File: config.mk
export PLATFORM = sky130hd
export DESIGN_NAME = uart_config_responder
export DESIGN_NICKNAME = d
export VERILOG_FILES = /design/src/rtl/uart_config_responder.sv
export SDC_FILE = /design/constraint.sdc
export NUM_CORES = 1
export LEC_CHECK = 0
export BUFFER_PORTS_ARGS = -buffer_cell sky130_fd_sc_hd__buf_2
export CAP_MARGIN = 25
export CORE_ASPECT_RATIO = 0.7
export CORE_MARGIN = 2
export CORE_UTILIZATION = 54
export CTS_CLUSTER_DIAMETER = 100
export DETAILED_ROUTE_END_ITERATION = 8
export MAX_ROUTING_LAYER = met4
export PLACE_DENSITY = 0.73
export SYNTH_ARGS = -nofsm -noshare
export SYNTH_HDL_FRONTEND = slang
export SYNTH_SLANG_ARGS = --single-unit
File: constraint.sdc
create_clock -name clk_i -period 2.1 [get_ports clk_i]
set_input_delay 0.105 -clock clk_i [delete_from_list [all_inputs] [get_ports clk_i]]
set_output_delay 0.105 -clock clk_i [all_outputs]
set_load 0.02 [all_outputs]
File: src/rtl/uart_config_responder.sv
// uart_config_responder: slave end of the UART configuration handshake.
// Detects the init low pulse, acks with 8'hFF, stages and commits config.
module uart_config_responder #(
  parameter int INIT_COUNT    = 1_000_000,
  parameter int TIMEOUT_COUNT = 5_000_000
) (
  input  logic       clk_i,
  input  logic       rst_n_i,
  input  logic       rx_line_i,
  input  logic [7:0] rx_data_i,
  input  logic       rx_valid_i,
  output logic [7:0] tx_data_o,
  output logic       tx_req_o,
  input  logic       tx_done_i,
  output logic [5:0] cfg_o,
  output logic       cfg_active_o,
  output logic       cfg_done_o,
  output logic       cfg_fail_o
);

  localparam int LW =
    (INIT_COUNT > 1) ? $clog2(INIT_COUNT) : 1;
  localparam int TW =
    (TIMEOUT_COUNT > 1) ? $clog2(TIMEOUT_COUNT) : 1;

  localparam logic [LW-1:0] LOW_MAX =
    LW'(INIT_COUNT - 1);
  localparam logic [TW-1:0] TO_MAX =
    TW'(TIMEOUT_COUNT - 1);

  localparam logic [1:0] END_CONFIGURATION = 2'b00;
  localparam logic [1:0] DATA_WIDTH_ID     = 2'b01;
  localparam logic [1:0] STOP_BITS_ID      = 2'b10;
  localparam logic [1:0] PARITY_MODE_ID    = 2'b11;
  localparam logic [1:0] SB_RESERVED       = 2'b10;

  localparam logic [5:0] CFG_RESET = 6'b11_11_01;
  localparam logic [7:0] ACKN_PKT  = 8'hFF;

  typedef enum logic [2:0] {
    MAIN,
    WAIT_RELEASE,
    SEND_ACKN,
    WAIT_PKT,
    FAIL
  } state_t;

  state_t        state;
  logic [LW-1:0] low_cnt;
  logic [TW-1:0] to_cnt;
  logic [5:0]    staged;
  logic          commit;

  logic [1:0] id;
  logic [1:0] option;
  logic       unused_hi;

  assign id        = rx_data_i[1:0];
  assign option    = rx_data_i[3:2];
  assign unused_hi = ^rx_data_i[7:4];

  assign cfg_active_o = (state != MAIN);

  always_ff @(posedge clk_i or negedge rst_n_i) begin
    if (!rst_n_i) begin
      state      <= MAIN;
      low_cnt    <= '0;
      to_cnt     <= '0;
      staged     <= CFG_RESET;
      commit     <= 1'b0;
      cfg_o      <= CFG_RESET;
      tx_data_o  <= '0;
      tx_req_o   <= 1'b0;
      cfg_done_o <= 1'b0;
      cfg_fail_o <= 1'b0;
    end else begin
      cfg_done_o <= 1'b0;
      cfg_fail_o <= 1'b0;
      unique case (state)
        MAIN: begin
          if (rx_line_i) begin
            low_cnt <= '0;
          end else if (low_cnt == LOW_MAX) begin
            low_cnt <= '0;
            state   <= WAIT_RELEASE;
          end else begin
            low_cnt <= low_cnt + 1'b1;
          end
        end

        WAIT_RELEASE: begin
          if (rx_line_i) begin
            state     <= SEND_ACKN;
            tx_req_o  <= 1'b1;
            tx_data_o <= ACKN_PKT;
          end
        end

        SEND_ACKN: begin
          if (tx_done_i) begin
            tx_req_o  <= 1'b0;
            tx_data_o <= '0;
            if (commit) begin
              state  <= MAIN;
              commit <= 1'b0;
            end else begin
              state  <= WAIT_PKT;
              to_cnt <= '0;
            end
          end
        end

        WAIT_PKT: begin
          // a packet arriving on the timeout cycle still wins
          if (rx_valid_i) begin
            state     <= SEND_ACKN;
            tx_req_o  <= 1'b1;
            tx_data_o <= ACKN_PKT;
            unique case (id)
              DATA_WIDTH_ID: begin
                staged[5:4] <= option;
              end
              STOP_BITS_ID: begin
                if (option == SB_RESERVED) begin
                  state      <= FAIL;
                  tx_req_o   <= 1'b0;
                  tx_data_o  <= '0;
                  cfg_fail_o <= 1'b1;
                end else begin
                  staged[3:2] <= option;
                end
              end
              PARITY_MODE_ID: begin
                staged[1:0] <= option;
              end
              END_CONFIGURATION: begin
                cfg_o      <= staged;
                cfg_done_o <= 1'b1;
                commit     <= 1'b1;
              end
              default: ;
            endcase
          end else if (to_cnt == TO_MAX) begin
            state      <= FAIL;
            cfg_fail_o <= 1'b1;
          end else begin
            to_cnt <= to_cnt + 1'b1;
          end
        end

        FAIL: begin
          staged <= cfg_o;
          commit <= 1'b0;
          state  <= MAIN;
        end

        default: begin
          state <= MAIN;
        end
      endcase
    end
  end

endmodule

==> results, run 1 <==
- The flow ran to the end, but the final reports show violations.
- The final reports fail on setup timing.
- For the worst setup path, the data arrival time is 2.43 ns.
- Once routing completed, OpenROAD measured the worst setup slack at -0.123 ns.
- Clock-pin slew was measured on the worst setup and hold paths at 0.07 ns.
- The number of antenna violations at the first check in global routing is 0.
- 0 antenna diodes ended up in the layout.
- The cell area after placement is 3840 sq um.
- The worst-case vdd ir drop is 0.680 mV.
- Counting flops with a built-in enable in the synthesized netlist gives 0.
- The H-tree was split into 3 levels.
- In the synthesized netlist, the number of instances is 382.
- Compared with the post-synthesis result, the final layout area differs by 22.5%.
- In this run the vertical extent of the chip is 70.8 microns.
- The congestion estimate from routability-driven global placement came to 0.861.
- The total CTS buffers is 9.
- In this run the worst setup path begins at low_cnt[11].
- Max-cap violations in this run came to 0.
- The synthesized area is 3440 sq um.
- The largest area contributor in the netlist is sky130_fd_sc_hd__dfrtp_1.
- The post-route antenna net violation count is 0.
- The leakage power is 1.82 nW.
- Setup repair after global routing could not meet its margin everywhere.
- The post-detailed-route wirelength per cell is 17.0 microns.
- For this design the top-level I/O count stands at 31.
- The number of synthesized register bits is 62.
- The total routed wirelength is 8860 microns.
- For this run, the detailed router's first-pass iteration total came to 5.
- The count of final max-slew check failures was 0.
- Subtracting the final worst setup slack from the clock period gives 2.22 ns.
- The count of cell types in the netlist is 56.
- The starting density of the core is 55.6%.
- Ranked by instance count, the synthesized netlist is headed by 52 x sky130_fd_sc_hd__dfrtp_1, 41 x sky130_fd_sc_hd__o21ai_0, 37 x sky130_fd_sc_hd__nand2_1.
- The final clock skew is 0.00904 ns.
- The path category of the worst min-delay check is input port to register.
- The detailed router finished its first iteration with 271 violations.
- The total track usage is 27.8%.
- The TritonCTS clock tree is yes.
- The portion of the post-synthesis area used by sequential elements is 45.5%.
- Yosys printed 0 warnings.
- The average cell area after synthesis is 9.01 sq um.
- The net count after synthesis is 397.
- The horizontal die dimension is 99.4 microns.
- The final critical path takes up 106% of the cycle.
- The top cell type by area accounts for 37.8% of the synthesized area.
- At the worst endpoint, the required time is 2.31 ns.
- The clock root buffer is sky130_fd_sc_hd__clkbuf_8.
- The via count of the first global-routing pass is 2992.
- Dividing total power by cell area gives a power density of 1060 nW/um^2.
- The floorplan step defined a core boundary enclosing 6190 sq um.
- The half-perimeter wire length after placement is 6040 microns.
- Entering global routing, the biggest net connects 39 pins.
- The final-stage net count is 454.
- The total congestion overflow after global routing is 0.
- Sorting the synthesized cells by area gives the leading types as sky130_fd_sc_hd__dfrtp_1 38%, sky130_fd_sc_hd__dfstp_2 7.6%, sky130_fd_sc_hd__o21ai_0 6.0%, sky130_fd_sc_hd__nand2_1 4.0%, sky130_fd_sc_hd__a21oi_1 3.9%.
- The top fanout value on the critical path is 6.
- For this design, the sink count on the clock tree is 62.
- The routed via count is 3221.
- In the synthesized netlist the dominant register cell turns out to be sky130_fd_sc_hd__dfrtp_1.
- The post-synthesis async set-or-reset flop share is 100%.
- Buffers placed on the I/O ports in this run total 26.
- The startpoint of the most critical register-to-register path is low_cnt[11].
- The final number of hold-violating endpoints is 0.
- The area of the die is 7040 sq um.
- In this run the tightest slew margin relative to its limit is 56.9%.
- The largest buffer count on any clock path is 2.
- The pre-CTS worst setup slack is -0.227 ns.
- The number of fill cells in the layout is 483.
- In this run the core area contains 24 standard-cell rows.
- The most instantiated library cell after synthesis is sky130_fd_sc_hd__dfrtp_1.
- Of the cells placed in the final design, the portion with a size suffix greater than 1 is 28.8%.
- The finished cells cover 4220 sq um.
- For the pin with the worst max-slew slack, the measured transition is 0.646 ns.
- At the later pin of the worst-skew pair, clock insertion delay measures 0.35 ns.
- The first global-routing pass estimated 14900 microns of wire.
- The launch point of the worst hold path is rx_line_i.
- By startpoint and endpoint, the worst setup path is classified as register to register.
- After detailed routing, the number of vias per cell comes to 6.17.
- The endpoint kind of the worst setup timing path is a register.
- After detailed routing, the number of remaining DRC violations is 0.
- The startpoint class of the critical path is a register.
- The fmax is 450 MHz.
- The final number of setup-violating endpoints is 15.
==> routing by layer <==
layer | GRT usage, % | share of wire, % | vias up
met2 | 36.3 | 42 | 141
met4 | 7.00 | 0.76 | 0
met3 | 8.40 | 8.2 | 6
met1 | 42.0 | 49 | 1545
li1 | - | - | 1529
met5 | - | 0 | -
==> cells by family (layout without fill, tap and decap cells) <==
group / count (synthesis) / after routing / share of synthesized area (%)
compound gates: 120 / 121 / 21.5
simple gates: 143 / 143 / 22.0
xor+xnor: 1 / 1 / 0.255
flops: 62 / 62 / 45.5
buf+inv: 41 / 102 / 6.11
fa+ha+maj: 2 / 2 / 0.727
mux: 13 / 13 / 4.00
==> state kept, by name, indices dropped and copies added (netlist names) <==
register    flops
cfg_done_o      1
cfg_fail_o      1
cfg_o           6
commit          1
low_cnt        20
staged          6
state           3
to_cnt         23
tx_data_o       1
==> power by group <==
group	internal [mW]	switching, mW
combinational	0.703	1.03
sequential	1.49	0.231
clock	0.503	0.509
total	2.70	1.78
==> path summary, 6_finish.rpt <==
kind	end	slack (ns)	depth (start not counted)
max	low_cnt[8]	-0.12	5
min	low_cnt[2]	0.04	2
max reg2reg	low_cnt[8]	-0.12	5
min reg2reg	staged[2]	0.47	2
max in group asynchronous	cfg_o[5]	1.09	3
min in group asynchronous	to_cnt[11]	0.31	2
==> layout by cell type (no fill, tap or decap), drive strengths merged, types with 2 or more instances in the layout <==
cell | netlist | routed
and3 | 8 | 8
o21a | 4 | 4
nand2 | 37 | 37
nand4 | 10 | 10
nor4b | 2 | 2
a31oi | 16 | 16
dfstp | 10 | 10
nor3 | 10 | 10
clkinv | 0 | 4
mux2 | 6 | 6
a21oi | 28 | 28
o21ai | 41 | 41
nor2b | 7 | 7
dfrtp | 52 | 52
or4 | 3 | 3
inv | 16 | 17
or3 | 6 | 6
a22o | 2 | 2
nor2 | 20 | 20
nor3b | 4 | 4
o211ai | 3 | 3
or2b | 2 | 2
o31ai | 9 | 9
buf | 15 | 69
a21o | 2 | 2
nand3 | 20 | 20
o211a | 1 | 2
ha | 2 | 2
clkbuf | 10 | 10
nand2b | 2 | 2
nor4 | 6 | 6
mux2i | 7 | 7
a41oi | 6 | 6
==> final cells by class <==
class / count / area [sq um] / area share, %
timing repair buffer: 70 / 503 / 11.9
sequential: 62 / 1560 / 37.1
multi-input combinational: 280 / 1800 / 42.7
clock buffer: 10 / 149 / 3.53
tap: 78 / 97.6 / 2.32
clock inverter: 6 / 43.8 / 1.04
inverter: 16 / 60.1 / 1.42
==> what timing repair did <==
| item | 4_1_cts | 5_1_grt |
|---|---|---|
| gates resized for setup | 15 | 15 |
| pin swaps | 3 | 2 |
| buffers inserted | 2 | 1 |
| endpoints found under the hold margin | 24 | 0 |
| cloned | 1 | 0 |
| endpoints found under the setup margin | 15 | 30 |
| hold buffers | 1 | 0 |
==> critical path: stages (launching register included) <==
cell and delay (ns):
sky130_fd_sc_hd__dfrtp_1 0.37, sky130_fd_sc_hd__or4b_1 0.51, sky130_fd_sc_hd__or4_4 0.57, sky130_fd_sc_hd__o211a_2 0.32
sky130_fd_sc_hd__o21ai_0 0.14, sky130_fd_sc_hd__a31oi_1 0.17
==> stage by stage <==
| stage | total power, mW | TNS [ns] | utilization, % | cells | hold slack, ns |
|---|---|---|---|---|---|
| after global routing | 4.76 | -2.45 | 68.1 | 522 | 0.0570 |
| after floorplan | 2.87 | -0.987 | - | 382 | -0.191 |
| after detailed placement | 3.37 | -2.28 | 62.1 | 501 | 0.167 |
| after global placement | 3.32 | -1.79 | 62.1 | 501 | 0.152 |
| after CTS | 4.44 | -0.832 | 66.7 | 521 | 0.0318 |
| final | 4.47 | -1.05 | 68.1 | 522 | 0.0363 |
Power figures use the tool's default switching activity.
==> run 2: changes to the inputs <==
CORE_UTILIZATION = 60   (was 54)
PLACE_DENSITY = 0.77   (was 0.73)
clock period = 2.81 ns   (was 2.1 ns; I/O delays follow)
==> results, run 2 (synthesis results as in run 1) <==
- The top register by number of flip-flops is to_cnt (unchanged).
- The clock root buffer was sky130_fd_sc_hd__clkbuf_8 (unchanged).
- The area of the die was 6370 sq um (was 7040 sq um).
- Largest regs: to_cnt (23), low_cnt (20) (unchanged).
- The first-pass GRT wire length is 13200 microns (was 14900 microns).
- The final setup slack of the worst path came to 0.314 ns (was -0.123 ns).
- The clock transition at the registers of the reported paths came to 0.08 ns (was 0.07 ns).
- The master of the slowest instance on the critical path is sky130_fd_sc_hd__or4_4 (unchanged).
- The post-detailed-route wirelength per cell is 16.4 microns (was 17.0 microns).
- The count of cells resized by post-cts repair came to 0 (was 15).
- The worst reg2reg path endpoint was low_cnt[16] (was low_cnt[8]).
- The worst slew margin relative to its limit was 57.0% (was 56.9%).
- The total congestion overflow after global routing was 0 (unchanged).
- The sequential share of power is 39.7% (was 38.5%).
- The routability-driven placement congestion ratio is 0.853 (was 0.861).
- The final-stage net count is 422 (was 454).
- The stage delay of the slowest cell on the critical path is 0.55 ns (was 0.57 ns).
- The post-layout minimum cycle time is 2.50 ns (was 2.22 ns).
- The horizontal die dimension is 94.5 microns (was 99.4 microns).
- The half-perimeter wire length after placement came to 5300 microns (was 6040 microns).
- The clock insertion delay at the later pin of the skew report is 0.36 ns (was 0.35 ns).
- RSZ-0062 raised after global routing: false (was true).
- The startpoint class of the critical path is a register (unchanged).
- The detailed-route vias per instance came to 6.35 (was 6.17).
- The leakage power is 1.64 nW (was 1.82 nW).
- The clock network power share is 26.9% (was 22.6%).
- The core box area was 5640 sq um (was 6190 sq um).
- The reported max-cap violation count is 0 (unchanged).
- The final total negative setup slack was 0 ns (was -1.05 ns).
- The top fanout value on the critical path is 20 (was 6).
- Cell chain of the critical path: or4b_1, or4_4, o211a_1, a41oi_1, a31oi_1 (was or4b_1, or4_4, o211a_2, o21ai_0, a31oi_1).
- The most common cell after layout, fill and taps aside was sky130_fd_sc_hd__dfrtp_1 (unchanged).
- The proportion of layout cells with a drive suffix above 1 came to 18.7% (was 28.8%).
- The first-pass iteration count of the detailed router was 7 (was 5).
- The number of stages on the worst hold path is 2 (unchanged).
- The number of fill cells in the layout is 477 (was 483).
- The routed metal-1 wire length came to 3850 microns (was 4320 microns).
- The total net switching power is 1.26 mW (was 1.78 mW).
- The total routed wirelength is 8000 microns (was 8860 microns).
- The largest buffer count on any clock path is 2 (unchanged).
- The cell family contributing the most delay on the critical path is simple AND/OR/NAND/NOR gates (unchanged).
- The footprint of the flip-flops and latches is 1560 sq um (unchanged).
- The TritonCTS clock tree is yes (unchanged).
- The total internal power is 2.03 mW (was 2.70 mW).
- The final clock skew came to 0.0106 ns (was 0.00904 ns).
- The share of the clock period used by the worst path came to 88.8% (was 106%).
- The number of buffers inserted by port buffering is 26 (unchanged).
- The met2 wire length is 3380 microns (was 3740 microns).
- The share of total power consumed by net switching was 38.3% (was 39.7%).
- The via count of the first global-routing pass is 2676 (was 2992).
- The row count came to 23 (was 24).
- The path type of the worst setup path is register to register (unchanged).
- The launch point of the worst hold path is rx_line_i (unchanged).
- The final number of setup-violating endpoints came to 0 (was 15).
- The post-route antenna net violation count is 0 (unchanged).
- The largest net degree at the start of global routing is 53 (was 39).
- The endpoint of the worst hold path is low_cnt[6] (was low_cnt[2]).
- The floorplan die height is 67.4 microns (was 70.8 microns).
- Most frequent cells in the layout: 52 x sky130_fd_sc_hd__dfrtp_1, 41 x sky130_fd_sc_hd__o21ai_0, 37 x sky130_fd_sc_hd__nand2_1, 27 x sky130_fd_sc_hd__a21oi_1, 26 x sky130_fd_sc_hd__buf_2 (was 52 x sky130_fd_sc_hd__dfrtp_1, 37 x sky130_fd_sc_hd__buf_4, 36 x sky130_fd_sc_hd__nand2_1, 35 x sky130_fd_sc_hd__o21ai_0, 26 x sky130_fd_sc_hd__buf_2).
- The fmax is 401 MHz (was 450 MHz).
- The flip-flop count of the largest register, all copies and words added is 23 (unchanged).
- The endpoint kind of the worst setup timing path is a register (unchanged).
- The total power divided by cell area is 857 nW/um^2 (was 1060 nW/um^2).
- The clock sink count is 62 (unchanged).
- The top-level I/O count was 31 (unchanged).
- The top routing layer in use is met4 (unchanged).
- The arrival time of data at the critical path endpoint is 2.73 ns (was 2.43 ns).
- The worst-case vdd ir drop is 0.521 mV (was 0.680 mV).
- The critical path buffer and inverter count is 0 (unchanged).
- Status: completed (was finished, violations left).
- The total area of multi-input combinational cells is 1670 sq um (was 1800 sq um).
- The total track usage is 28.6% (was 27.8%).
- The total CTS buffers is 9 (unchanged).
- The number of design-rule violations left by the first detailed-router iteration came to 332 (was 271).
- The H-tree level count was 3 (unchanged).
- The worst-case reg-to-reg path depth is 5 (unchanged).
- The proportion of power drawn by combinational gates came to 33.3% (was 38.8%).
- The setup slack of the most critical reg-to-reg path came to 0.31 ns (was -0.12 ns).
- The starting density of the core is 61.0% (was 55.6%).
- The length of routed met3 wiring is 693 microns (was 726 microns).
- The final antenna diode count was 0 (unchanged).
- The number of antenna violations at the first check in global routing is 0 (unchanged).
- The detailed-route DRC error count is 0 (unchanged).
- The count of final max-slew check failures came to 0 (unchanged).
- The required arrival time at the worst endpoint came to 3.04 ns (was 2.31 ns).
- The actual transition at the worst max-transition pin is 0.645 ns (was 0.646 ns).
- The routed via count is 3093 (was 3221).
- The path category of the worst min-delay check was input port to register (unchanged).
- The startpoint of the most critical register-to-register path is low_cnt[15] (was low_cnt[11]).
- The relative area change from synthesis to final layout is 11.5% (was 22.5%).
- The pre-CTS worst setup slack is 0.364 ns (was -0.227 ns).
- The final number of hold-violating endpoints was 0 (unchanged).
-- run 2: changes by cell type in the layout (fill, tap and decap cells not counted), moves of 4 or more --
| cell | before | now |
|---|---|---|
| sky130_fd_sc_hd__a21oi_2 | 5 | 1 |
| sky130_fd_sc_hd__o21ai_0 | 35 | 41 |
| sky130_fd_sc_hd__buf_6 | 4 | 0 |
| sky130_fd_sc_hd__buf_4 | 37 | 12 |
| sky130_fd_sc_hd__a21oi_1 | 23 | 27 |
| sky130_fd_sc_hd__o21ai_1 | 5 | 0 |
-- run 2: how the worst max path moves through the flow --
stage / from / end / slack [ns] / depth (start not counted)
after detailed placement: low_cnt[15] / low_cnt[16] / 0.36 / 5
final: low_cnt[15] / low_cnt[16] / 0.31 / 5
after global routing: to_cnt[0] / to_cnt[8] / 0.17 / 7
after global placement: low_cnt[15] / low_cnt[16] / 0.40 / 5
after CTS: low_cnt[15] / low_cnt[16] / 0.34 / 5
after floorplan: low_cnt[15] / low_cnt[18] / 0.59 / 7
-- run 2: power by group through the flow --
| stage | Combinational, mW | Sequential, mW | Clock, mW |
|---|---|---|---|
| finish | 1.10 | 1.31 | 0.885 |
| global placement | 1.05 | 1.31 | 0 |
| floorplan | 0.817 | 1.32 | 0 |
| detailed placement | 1.08 | 1.32 | 0 |
| CTS | 1.09 | 1.31 | 0.891 |
| global route | 1.22 | 1.34 | 0.942 |
-- run 2: timing repair --
action | CTS | global route
endpoints found under the hold margin | 10 | 0
setup buffers | 0 | 0
hold buffers | 1 | 0
-- run 2: stage by stage --
stage                     cells  hold WS [ns]  total power [mW]  utilization (%)  area, sq um
after floorplan             382        -0.155              2.14                -         3440
after global placement      470        0.0235              2.36             63.9         3600
after detailed placement    470        0.0402              2.40             63.9         3600
after CTS                   487        0.0601              3.29             68.0         3840
after global routing        487        0.0625              3.50             68.0         3840
final                       487        0.0666              3.29             68.0         3840
-- run 2: layout make-up --
| cell class | count | area share (%) |
|---|---|---|
| inverter | 16 | 1.57 |
| timing repair buffer | 39 | 6.00 |
| sequential | 62 | 40.8 |
| tap | 75 | 2.45 |
| multi-input combinational | 279 | 43.4 |
| clock buffer | 9 | 3.23 |
| clock inverter | 7 | 2.58 |
-- run 2: layer usage --
layer  track usage (%)  up-vias
li1                  -     1459
met1              41.9     1465
met2              37.5      158
met3              9.04       11
met4              8.70        0
met5                 -        -
-- run 2: worst reg2reg max path: stages, from the launching register on --
cell and delay [ns]:
sky130_fd_sc_hd__dfrtp_1 0.44, sky130_fd_sc_hd__or4b_1 0.54, sky130_fd_sc_hd__or4_4 0.55, sky130_fd_sc_hd__o211a_1 0.47, sky130_fd_sc_hd__a41oi_1 0.30, sky130_fd_sc_hd__a31oi_1 0.07
==> run 3: changes to the inputs <==
--- a/config.mk
+++ b/config.mk
@@ -13,2 +13,3 @@
 export CTS_CLUSTER_DIAMETER = 100
+export CTS_CLUSTER_SIZE = 24
 export DETAILED_ROUTE_END_ITERATION = 8
--- a/constraint.sdc
+++ b/constraint.sdc
@@ -3,2 +3,2 @@
 set_output_delay 0.1405 -clock clk_i [all_outputs]
-set_load 0.02 [all_outputs]
+set_load 0.1 [all_outputs]
==> results, run 3 (synthesis results as in run 1) <==
- Status: completed (unchanged).
- The endpoint kind of the worst setup timing path is a register (unchanged).
- The final clock skew is 0.00520 ns (was 0.0106 ns).
- The post-detailed-route wirelength per cell is 16.7 microns (was 16.4 microns).
- The core box area is 5640 sq um (unchanged).
- The area of the die came to 6370 sq um (unchanged).
- The top register by number of flip-flops is to_cnt (unchanged).
- The total routed wirelength is 8130 microns (was 8000 microns).
- The total area of multi-input combinational cells was 1670 sq um (unchanged).
- The most common cell after layout, fill and taps aside is sky130_fd_sc_hd__dfrtp_1 (unchanged).
- The setup slack of the most critical reg-to-reg path is 0.32 ns (was 0.31 ns).
- The worst slew margin relative to its limit is 58.4% (was 57.0%).
- The arrival time of data at the critical path endpoint was 2.71 ns (was 2.73 ns).
- The master of the slowest instance on the critical path is sky130_fd_sc_hd__or4_4 (unchanged).
- The total power divided by cell area is 1040 nW/um^2 (was 857 nW/um^2).
- The total CTS buffers came to 9 (unchanged).
- The startpoint of the most critical register-to-register path is low_cnt[15] (unchanged).
- The number of fill cells in the layout is 490 (was 477).
- Most frequent cells in the layout: 52 x sky130_fd_sc_hd__dfrtp_1, 41 x sky130_fd_sc_hd__o21ai_0, 37 x sky130_fd_sc_hd__nand2_1, 27 x sky130_fd_sc_hd__a21oi_1, 26 x sky130_fd_sc_hd__buf_2 (unchanged).
- The final number of hold-violating endpoints was 0 (unchanged).
- The met3 routing resource usage after global routing is 7.59% (was 9.04%).
- The met2 track demand over resource in global routing came to 39.6% (was 37.5%).
- The post-layout minimum cycle time came to 2.49 ns (was 2.50 ns).
- The flip-flop count of the largest register, all copies and words added is 23 (unchanged).
- The footprint of the flip-flops and latches is 1560 sq um (unchanged).
- The path category of the worst min-delay check is input port to register (unchanged).
- The number of stages on the worst hold path is 2 (unchanged).
- The horizontal die dimension is 94.5 microns (unchanged).
- The reported max-cap violation count is 0 (unchanged).
- The startpoint class of the critical path is a register (unchanged).
- The final number of setup-violating endpoints is 0 (unchanged).
- The worst hold slack is 0.0885 ns (was 0.0666 ns).
- The half-perimeter wire length after placement is 5580 microns (was 5300 microns).
- The total congestion overflow after global routing came to 0 (unchanged).
- The detailed-route DRC error count is 0 (unchanged).
- The clock transition at the registers of the reported paths is 0.07 ns (was 0.08 ns).
- The worst-case vdd ir drop is 0.874 mV (was 0.521 mV).
- The met1 track demand over resource is 41.3% (was 41.9%).
- The routed via count is 3111 (was 3093).
- The number of buffers inserted by port buffering came to 26 (unchanged).
- The highest-utilization routing layer at the global route stage is met1 (unchanged).
- The starting density of the core is 61.0% (unchanged).
- The floorplan die height is 67.4 microns (unchanged).
- The leakage power was 1.65 nW (was 1.64 nW).
- The pre-CTS worst setup slack is 0.378 ns (was 0.364 ns).
- The largest net degree at the start of global routing came to 53 (unchanged).
- The largest buffer count on any clock path is 2 (unchanged).
- The proportion of layout cells with a drive suffix above 1 came to 18.6% (was 18.7%).
- The number of design-rule violations left by the first detailed-router iteration came to 267 (was 332).
- The row count is 23 (unchanged).
- The fmax came to 401 MHz (about the same).
- The H-tree level count was 3 (unchanged).
- The worst reg2reg path endpoint is low_cnt[16] (unchanged).
- The number of buffers inserted by post-CTS setup repair is 0 (unchanged).
- The first-pass GRT wire length is 13200 microns (about the same).
- The top-level I/O count is 31 (unchanged).
- The post-route antenna net violation count was 0 (unchanged).
- Largest regs: to_cnt (23), low_cnt (20) (unchanged).
- The actual transition at the worst max-transition pin is 0.619 ns (was 0.645 ns).
- The final antenna diode count was 0 (unchanged).
- The clock root buffer was sky130_fd_sc_hd__clkbuf_8 (unchanged).
- The final total negative setup slack is 0 ns (unchanged).
- The total track usage is 28.2% (was 28.6%).
- The number of antenna violations at the first check in global routing was 0 (unchanged).
- The clock insertion delay at the later pin of the skew report came to 0.34 ns (was 0.36 ns).
- The path type of the worst setup path is register to register (unchanged).
- The detailed-route vias per instance came to 6.38 (was 6.35).
- The count of final max-slew check failures is 0 (unchanged).
- The first-pass iteration count of the detailed router is 5 (was 7).
- The post-route core utilization was 68.4% (was 68.0%).
- Cell chain of the critical path: or4b_1, or4_4, o211a_1, a41oi_1, a31oi_1 (unchanged).
- The clock sink count is 62 (unchanged).
- The share of the clock period used by the worst path is 88.8% (about the same).
- The required arrival time at the worst endpoint is 3.03 ns (was 3.04 ns).
- The final-stage net count is 423 (was 422).
- The worst-case reg-to-reg path depth is 5 (unchanged).
- The TritonCTS clock tree is yes (unchanged).
- The launch point of the worst hold path is rx_line_i (unchanged).
- The endpoint of the worst hold path is low_cnt[6] (unchanged).
- The routability-driven placement congestion ratio was 0.851 (was 0.853).
- The relative area change from synthesis to final layout is 12.1% (was 11.5%).
- RSZ-0062 raised after global routing: false (unchanged).
- The stage delay of the slowest cell on the critical path is 0.56 ns (was 0.55 ns).
- The top fanout value on the critical path was 20 (unchanged).
- The final setup slack of the worst path is 0.315 ns (was 0.314 ns).
- The via count of the first global-routing pass is 2695 (was 2676).
- The count of cells resized by post-cts repair is 0 (unchanged).
==> run 3: cell types whose count changed in the layout (fill, tap and decap cells not counted), sizes merged <==
| cell | change |
|---|---|
| buf | +1 |
| clkbuf | +4 |
| clkinv | -3 |
| clkinvlp | -1 |
==> run 3: timing repair <==
item                                    4_1_cts  5_1_grt
endpoints found under the hold margin        10        0
hold buffers                                  1        0
endpoints found under the setup margin        0        0
==> run 3: cell type report <==
type,instances,area share [%]
clock buffers,13,4.38
multi-input cells,279,43.2
repair buffers,40,6.16
inverters,16,1.56
flip-flops and latches,62,40.6
clock inverters,3,1.69
well taps,75,2.43
==> run 3: how the worst max path moves through the flow <==
stage	to	start	slack (ns)
detailed placement	low_cnt[16]	low_cnt[15]	0.38
global placement	low_cnt[16]	low_cnt[15]	0.40
CTS	low_cnt[16]	low_cnt[15]	0.35
finish	low_cnt[16]	low_cnt[15]	0.32
floorplan	low_cnt[7]	low_cnt[15]	0.59
global route	to_cnt[12]	to_cnt[0]	0.19
==> run 3: power by group <==
part	switching, mW	internal [mW]	leakage [nW]
Sequential	0.197	1.12	0.806
Clock	0.343	0.571	0.120
Combinational	1.35	0.420	0.729
Total	1.89	2.11	1.65
==> run 3: per-layer routing <==
metal | wire [microns] | up-vias
met5 | 0 | -
met3 | 641 | 8
met2 | 3490 | 139
met4 | 62 | 0
met1 | 3940 | 1495
li1 | - | 1469
==> run 3: worst max-delay path: cells and delay by family, from the launching register on <==
kind	cells	cell delay, ns
simple gates	2	1.10
compound gates	3	0.82
flops	1	0.45
==> run 3: stage by stage <==
| stage | power, mW | instance area [sq um] | cells |
|---|---|---|---|
| floorplan | 2.80 | 3440 | 382 |
| global placement | 3.03 | 3610 | 471 |
| detailed placement | 3.07 | 3610 | 471 |
| CTS | 3.99 | 3860 | 488 |
| global route | 4.19 | 3860 | 488 |
| finish | 3.99 | 3860 | 488 |
